$ cat src/rtl/move_list_sequencer_pkg.sv
// Shared move/board constants plus the sequencer state and status encodings.
package move_list_sequencer_pkg;

    localparam int SQ_BITS    = 6;
    localparam int PROMO_BITS = 4;
    localparam int UCI_BITS   = PROMO_BITS + 2 * SQ_BITS;
    localparam int LAT_CNT_W  = 4;

    typedef enum logic [2:0] {
        ST_IDLE       = 3'd0,
        ST_WAIT_GEN   = 3'd1,
        ST_RD_WAIT    = 3'd2,
        ST_CAPTURE    = 3'd3,
        ST_EMIT       = 3'd4,
        ST_TERMINAL   = 3'd5,
        ST_CLEAR      = 3'd6,
        ST_CLEAR_WAIT = 3'd7
    } seq_state_t;

    typedef enum logic [1:0] {
        STATUS_NORMAL     = 2'd0,
        STATUS_MATE       = 2'd1,
        STATUS_STALEMATE  = 2'd2,
        STATUS_REPETITION = 2'd3
    } seq_status_t;

    function automatic seq_status_t terminal_status(input logic mate, input logic stalemate,
                                                    input logic rep);
        if (mate)           return STATUS_MATE;
        else if (stalemate) return STATUS_STALEMATE;
        else if (rep)       return STATUS_REPETITION;
        else                return STATUS_NORMAL;
    endfunction

endpackage

$ cat src/rtl/move_list_sequencer_best_select.sv
// Best-move record: side-relative signed key compare; ties keep the earlier index.
module move_best_select #(
    parameter int IDX_W  = 8,
    parameter int EVAL_W = 24,
    parameter int UCI_W  = 16
) (
    input  logic                     clk,
    input  logic                     reset_n,
    input  logic                     i_clear,
    input  logic                     i_load,
    input  logic                     i_first,
    input  logic                     i_white_to_move,
    input  logic [IDX_W-1:0]         i_index,
    input  logic [UCI_W-1:0]         i_uci,
    input  logic signed [EVAL_W-1:0] i_eval,
    output logic [IDX_W-1:0]         o_best_index,
    output logic [UCI_W-1:0]         o_best_uci,
    output logic signed [EVAL_W-1:0] o_best_eval
);

    logic signed [EVAL_W:0] w_ext;
    logic signed [EVAL_W:0] w_key;
    logic                   w_better;
    logic signed [EVAL_W:0] r_key;
    logic [IDX_W-1:0]       r_index;
    logic [UCI_W-1:0]       r_uci;
    logic signed [EVAL_W-1:0] r_eval;

    // One extra bit so negating the most negative eval cannot overflow.
    assign w_ext    = {i_eval[EVAL_W-1], i_eval};
    assign w_key    = i_white_to_move ? w_ext : -w_ext;
    assign w_better = i_first || (w_key > r_key);

    always_ff @(posedge clk or negedge reset_n) begin
        if (!reset_n) begin
            r_key   <= '0;
            r_index <= '0;
            r_uci   <= '0;
            r_eval  <= '0;
        end else if (i_clear) begin
            r_key   <= '0;
            r_index <= '0;
            r_uci   <= '0;
            r_eval  <= '0;
        end else if (i_load && w_better) begin
            r_key   <= w_key;
            r_index <= i_index;
            r_uci   <= i_uci;
            r_eval  <= i_eval;
        end
    end

    assign o_best_index = r_index;
    assign o_best_uci   = r_uci;
    assign o_best_eval  = r_eval;

endmodule

$ cat src/rtl/move_list_sequencer.sv
// Drains the generated move list, either streaming every move or emitting only the best,
// and reports root terminal status when there are no moves.
module move_list_sequencer
    import move_list_sequencer_pkg::*;
#(
    parameter int MAX_POSITIONS_LOG2 = 8,
    parameter int EVAL_WIDTH         = 24,
    parameter int UCI_WIDTH          = UCI_BITS,
    parameter int RD_LATENCY         = 5
) (
    input  logic                          clk,
    input  logic                          reset_n,
    input  logic                          start,
    input  logic                          mode_best,
    input  logic                          am_moves_ready,
    input  logic                          am_idle,
    input  logic [MAX_POSITIONS_LOG2-1:0] am_move_count,
    input  logic                          initial_mate,
    input  logic                          initial_stalemate,
    input  logic                          initial_thrice_rep,
    input  logic                          white_to_move,
    input  logic [UCI_WIDTH-1:0]          uci_in,
    input  logic signed [EVAL_WIDTH-1:0]  eval_in,
    output logic [MAX_POSITIONS_LOG2-1:0] am_move_index,
    output logic                          am_clear_moves,
    output logic                          out_valid,
    input  logic                          out_ready,
    output logic [MAX_POSITIONS_LOG2-1:0] out_index,
    output logic [UCI_WIDTH-1:0]          out_uci,
    output logic signed [EVAL_WIDTH-1:0]  out_eval,
    output logic                          out_last,
    output logic                          done,
    output logic [1:0]                    status,
    output logic                          busy
);

    localparam int IDX_W = MAX_POSITIONS_LOG2;
    localparam logic [LAT_CNT_W-1:0] LAT_LAST = LAT_CNT_W'(RD_LATENCY - 1);

    seq_state_t               r_state, w_state_nxt;
    seq_status_t              r_status, w_status_nxt;
    logic [IDX_W-1:0]         r_index, w_index_nxt;
    logic [IDX_W-1:0]         r_count, w_count_nxt;
    logic [LAT_CNT_W-1:0]     r_lat_cnt, w_lat_nxt;
    logic                     r_mode_best, w_mode_nxt;
    logic                     r_wtm, w_wtm_nxt;
    logic [UCI_WIDTH-1:0]     r_uci, w_uci_nxt;
    logic signed [EVAL_WIDTH-1:0] r_eval, w_eval_nxt;
    logic                     r_done, w_done_nxt;
    logic                     w_best_clear, w_best_load, w_is_last;
    logic [IDX_W-1:0]         w_best_index;
    logic [UCI_WIDTH-1:0]     w_best_uci;
    logic signed [EVAL_WIDTH-1:0] w_best_eval;

    // Count is at least 1 whenever this is consulted, so no underflow.
    assign w_is_last = (r_index == r_count - IDX_W'(1));

    always_ff @(posedge clk or negedge reset_n) begin
        if (!reset_n) begin
            r_state     <= ST_IDLE;
            r_status    <= STATUS_NORMAL;
            r_index     <= '0;
            r_count     <= '0;
            r_lat_cnt   <= '0;
            r_mode_best <= 1'b0;
            r_wtm       <= 1'b0;
            r_uci       <= '0;
            r_eval      <= '0;
            r_done      <= 1'b0;
        end else begin
            r_state     <= w_state_nxt;
            r_status    <= w_status_nxt;
            r_index     <= w_index_nxt;
            r_count     <= w_count_nxt;
            r_lat_cnt   <= w_lat_nxt;
            r_mode_best <= w_mode_nxt;
            r_wtm       <= w_wtm_nxt;
            r_uci       <= w_uci_nxt;
            r_eval      <= w_eval_nxt;
            r_done      <= w_done_nxt;
        end
    end

    always_comb begin
        w_state_nxt  = r_state;
        w_status_nxt = r_status;
        w_index_nxt  = r_index;
        w_count_nxt  = r_count;
        w_lat_nxt    = r_lat_cnt;
        w_mode_nxt   = r_mode_best;
        w_wtm_nxt    = r_wtm;
        w_uci_nxt    = r_uci;
        w_eval_nxt   = r_eval;
        w_done_nxt   = 1'b0;
        w_best_clear = 1'b0;
        w_best_load  = 1'b0;
        case (r_state)
            ST_IDLE: begin
                if (start) begin
                    w_state_nxt  = ST_WAIT_GEN;
                    w_mode_nxt   = mode_best;
                    w_wtm_nxt    = white_to_move;
                    w_status_nxt = STATUS_NORMAL;
                    w_best_clear = 1'b1;
                end
            end
            ST_WAIT_GEN: begin
                if (am_moves_ready) begin
                    w_count_nxt = am_move_count;
                    w_index_nxt = '0;
                    w_lat_nxt   = '0;
                    w_state_nxt = (am_move_count == '0) ? ST_TERMINAL : ST_RD_WAIT;
                end
            end
            ST_RD_WAIT: begin
                if (r_lat_cnt == LAT_LAST) w_state_nxt = ST_CAPTURE;
                else                       w_lat_nxt   = r_lat_cnt + LAT_CNT_W'(1);
            end
            ST_CAPTURE: begin
                w_uci_nxt  = uci_in;
                w_eval_nxt = eval_in;
                if (!r_mode_best) begin
                    w_state_nxt = ST_EMIT;
                end else begin
                    w_best_load = 1'b1;
                    if (w_is_last) begin
                        w_state_nxt = ST_EMIT;
                    end else begin
                        w_index_nxt = r_index + IDX_W'(1);
                        w_lat_nxt   = '0;
                        w_state_nxt = ST_RD_WAIT;
                    end
                end
            end
            ST_EMIT: begin
                if (out_ready) begin
                    if (r_mode_best || w_is_last) begin
                        w_state_nxt = ST_CLEAR;
                    end else begin
                        w_index_nxt = r_index + IDX_W'(1);
                        w_lat_nxt   = '0;
                        w_state_nxt = ST_RD_WAIT;
                    end
                end
            end
            ST_TERMINAL: begin
                w_status_nxt = terminal_status(initial_mate, initial_stalemate, initial_thrice_rep);
                w_state_nxt  = ST_CLEAR;
            end
            ST_CLEAR: w_state_nxt = ST_CLEAR_WAIT;
            ST_CLEAR_WAIT: begin
                if (!am_moves_ready && am_idle) begin
                    w_done_nxt  = 1'b1;
                    w_state_nxt = ST_IDLE;
                end
            end
            default: w_state_nxt = ST_IDLE;
        endcase
    end

    move_best_select #(
        .IDX_W  (IDX_W),
        .EVAL_W (EVAL_WIDTH),
        .UCI_W  (UCI_WIDTH)
    ) u_best (
        .clk             (clk),
        .reset_n         (reset_n),
        .i_clear         (w_best_clear),
        .i_load          (w_best_load),
        .i_first         (r_index == '0),
        .i_white_to_move (r_wtm),
        .i_index         (r_index),
        .i_uci           (uci_in),
        .i_eval          (eval_in),
        .o_best_index    (w_best_index),
        .o_best_uci      (w_best_uci),
        .o_best_eval     (w_best_eval)
    );

    assign am_move_index  = r_index;
    assign am_clear_moves = (r_state == ST_CLEAR);
    assign out_valid      = (r_state == ST_EMIT);
    assign out_index      = r_mode_best ? w_best_index : r_index;
    assign out_uci        = r_mode_best ? w_best_uci : r_uci;
    assign out_eval       = r_mode_best ? w_best_eval : r_eval;
    assign out_last       = out_valid && (r_mode_best || w_is_last);
    assign done           = r_done;
    assign status         = r_status;
    assign busy           = (r_state != ST_IDLE);

endmodule
$ cat config.mk
export PLATFORM = sky130hd
export DESIGN_NAME = move_list_sequencer
export DESIGN_NICKNAME = d
export VERILOG_FILES = /design/src/rtl/move_list_sequencer_pkg.sv /design/src/rtl/move_list_sequencer_best_select.sv /design/src/rtl/move_list_sequencer.sv
export SDC_FILE = /design/constraint.sdc
export NUM_CORES = 1
export LEC_CHECK = 0
export BUFFER_PORTS_ARGS = -buffer_cell sky130_fd_sc_hd__buf_2
export CORE_MARGIN = 5
export CORE_UTILIZATION = 57
export CTS_CLUSTER_SIZE = 40
export DETAILED_ROUTE_END_ITERATION = 7
export PLACE_DENSITY = 0.85
export SLEW_MARGIN = 10
export SYNTH_ARGS = -nofsm -noshare
export SYNTH_HDL_FRONTEND = slang
export SYNTH_SLANG_ARGS = --single-unit
$ cat constraint.sdc
create_clock -name clk -period 4.5 [get_ports clk]
set_input_delay 0.225 -clock clk [delete_from_list [all_inputs] [get_ports clk]]
set_output_delay 0.225 -clock clk [all_outputs]
set_load 0.005 [all_outputs]
==> impl_metrics.ini <==
[run_status]
run_status = finished clean

[yosys]
ys.flop_type = dfrtp_1
yosysUniqueCellTypes = 53
synthesis.nets = 804
synth-seq-area-share_pct = 45.4
syn_area_um2 = 7710
ys_top_cells_by_area = dfrtp_1 (45%), mux2_2 (13%), a22o_1 (7.5%), ha_1 (5.0%), a21oi_1 (3.2%)
synth.avg_cell_area_um2 = 10.8
yosys.area.top_type = dfrtp_1
synth_edf_count = 0
synthDominantCellAreaShare_pct = 45.4
yosysWarnings = 0
ys_ff_latch = 140
async_reset_ff_share_pct = 100
yosys-top-cells-count = dfrtp_1 (140), mux2_2 (90), a22o_1 (66)
synth_cells = 714
yosysMostFrequentCell = dfrtp_1

[critical_path]
timing.rr.start = r_wtm$_DFFE_PN0P_
cp-end-kind = register
worstSetupPathType = input port to register
ff2ff_setup_slack_ps = 770
cp_max_fo = 19
worst_setup_path_start_kind = input port
crit_required_ps = 4850
ff2ff_path_depth = 10
arrival_ps = 4130
r2r-end = u_best.o_best_eval[11]$_DFFE_PN0P_
endpoint = u_best.o_best_eval[11]$_DFFE_PN0P_
critical_path.startpoint = eval_in[5]

[grt]
grt_usage_pct = 22.4
grt_pass1_vias = 5976
grt_max_degree = 95
grt_overflow = 0
antenna_found_initial = 0
grt_first_pass_wirelength_um = 29300

[clock_tree]
cts.path.max_buffers = 2
clk_latency_ps = 410
cts_buffers = 17
clkTransAtPathRegs_ps = 60
cts_num_sinks = 140
cts_tree = done
cts_setup_buffers = 0
clock-root-buffer = clkbuf_16
cts_htree_levels = 4

[pwr]
power_density_nw_per_um2 = 744
irDropWorstVdd_mv = 0.451
p_leak_nw = 4.34

[sta]
period_share_pct = 84.1
period_needed_ps = 3780
finalHoldViolations = 0
finalSetupTns_ps = 0
fmax_ghz = 0.264
hold_slack_ps = 37.2
rsz0062_at_grt = false
clock_skew_ps = 6.81
setup_viol = 0
worst_slew_pin_slew_ps = 880
maxSlewHeadroom_pct = 41.4
drv_slew = 0

[route]
vias = 6001
finalWirelength_um = 17600
via_per_inst = 5.93
antenna_left = 0
drtIter0Drc = 675
drcViolationCount = 0
routedWlPerCell_um = 17.4
drtPass1Iterations = 5

[floorplan]
io_pins = 122
start_util_pct = 58.2
die_w_um = 126
row_count = 42
dieArea_um2 = 16000
core_um2 = 13200
die_h_um = 126

[finish]
syn_to_final_growth_pct = 16.7
n_antenna_cell = 0
layout-drive-gt1-share_pct = 31.1
fin_nets = 913

[flow_run]
cap_violations = 0

[placed_design]
dp_hpwl_um = 11900
numPortBuffers = 121
gp_congestion = 0.864

[min_path]
hp-class = input port to register
## worst min-delay path by stage
| stage | startpoint | to | slack [ps] | depth (start not counted) |
|---|---|---|---|---|
| floorplan | reset_n | am_move_index[0]$_DFFE_PN0P_ | -70 | 0 |
| global placement | reset_n | r_eval[5]$_DFFE_PN0N_ | 370 | 1 |
| detailed placement | reset_n | r_eval[5]$_DFFE_PN0N_ | 370 | 1 |
| CTS | am_move_count[3] | r_count[3]$_DFFE_PN0P_ | 20 | 3 |
| global route | initial_mate | status[1]$_DFFE_PN0P_ | 20 | 2 |
| finish | am_move_count[3] | r_count[3]$_DFFE_PN0P_ | 40 | 3 |
## worst max-delay path, stage by stage
cell,delay [ps]
buf_2,130
or4_1,580
nor2b_1,170
nand2_1,90
nor3_2,310
nor2_1,90
xnor2_1,180
ha_1,300
nand4_1,110
nor3_1,300
o21ai_0,150
a21oi_1,170
a2111oi_2,90
o31ai_4,420
o2bb2ai_4,280
buf_4,320
a22o_1,180
## cell type report
class	instances	area (um2)
Sequential cell	140	3500
Clock buffer	26	499
Fill cell	1004	4240
Multi-Input combinational cell	491	3810
Inverter	40	150
Clock inverter	6	83.8
Tap cell	176	220
Timing Repair Buffer	133	729
## report_power, final
| part | switching (mW) | internal, mW |
|---|---|---|
| clock | 0.498 | 0.874 |
| sequential | 0.476 | 1.77 |
| combinational | 1.52 | 1.56 |
| total | 2.49 | 4.21 |
## placed cells by master (no fill, tap or decap), types with 3 or more instances in the layout
cell | Yosys | final
a21o_1 | 5 | 5
a21oi_1 | 49 | 49
a221o_1 | 6 | 6
a22o_1 | 66 | 66
a31oi_1 | 5 | 5
and3_1 | 13 | 13
buf_2 | 5 | 120
buf_4 | 0 | 9
clkbuf_1 | 21 | 5
clkbuf_16 | 0 | 17
clkbuf_8 | 0 | 4
clkinv_2 | 0 | 3
dfrtp_1 | 140 | 139
ha_1 | 31 | 31
inv_1 | 39 | 39
mux2_2 | 90 | 90
nand2_1 | 37 | 36
nand2b_1 | 7 | 7
nand3_1 | 8 | 8
nand4_1 | 6 | 6
nor2_1 | 42 | 42
nor2b_1 | 10 | 10
nor3_1 | 15 | 15
nor4_1 | 5 | 5
o211ai_1 | 3 | 3
o21ai_0 | 24 | 24
or4_1 | 4 | 4
xnor2_1 | 6 | 6
xor2_1 | 26 | 26
## registers in the layout, indices dropped and copies added (netlist names)
| register | cells |
|---|---|
| r_eval | 24 |
| r_count | 8 |
| am_move_index | 8 |
| status | 2 |
| u_best.o_best_uci | 16 |
| r_mode_best | 1 |
| r_lat_cnt | 4 |
| r_uci | 16 |
| u_best.o_best_index | 8 |
| done | 1 |
| r_wtm | 1 |
| u_best.o_best_eval | 24 |
| u_best.r_key | 24 |
| r_state | 3 |
## through the flow
stage                     util (%)  total power [mW]  std cells  instance area [um2]  setup WS, ps
after global routing          68.0              7.20       1012                 9000           427
after detailed placement      63.5              5.32        979                 8410           335
after floorplan                  -              4.45        714                 7710           883
after CTS                     68.0              6.73       1012                 9000           755
after global placement        63.5              5.21        979                 8410           440
final                         68.0              6.70       1012                 9000           717
## cell families after synthesis
group / share of synthesized area (%)
fa+ha+maj: 5.03
simple gates: 10.1
flops: 45.4
compound gates: 17.1
xor+xnor: 3.63
mux: 13.4
buf+inv: 5.29
## per-layer routing
metal	track usage [%]	up-vias	part of all wire, %
met5	0	-	0
met4	6.18	0	1.1
met3	5.76	19	6.4
met2	35.4	236	48
met1	30.8	2946	45
li1	-	2800	-
## timing repair
action | 4_1_cts | 5_1_grt
endpoints found under the hold margin | 93 | 0
gates resized for setup | 0 | 0
hold buffers | 1 | 0
(Power assumes the default switching activity.)
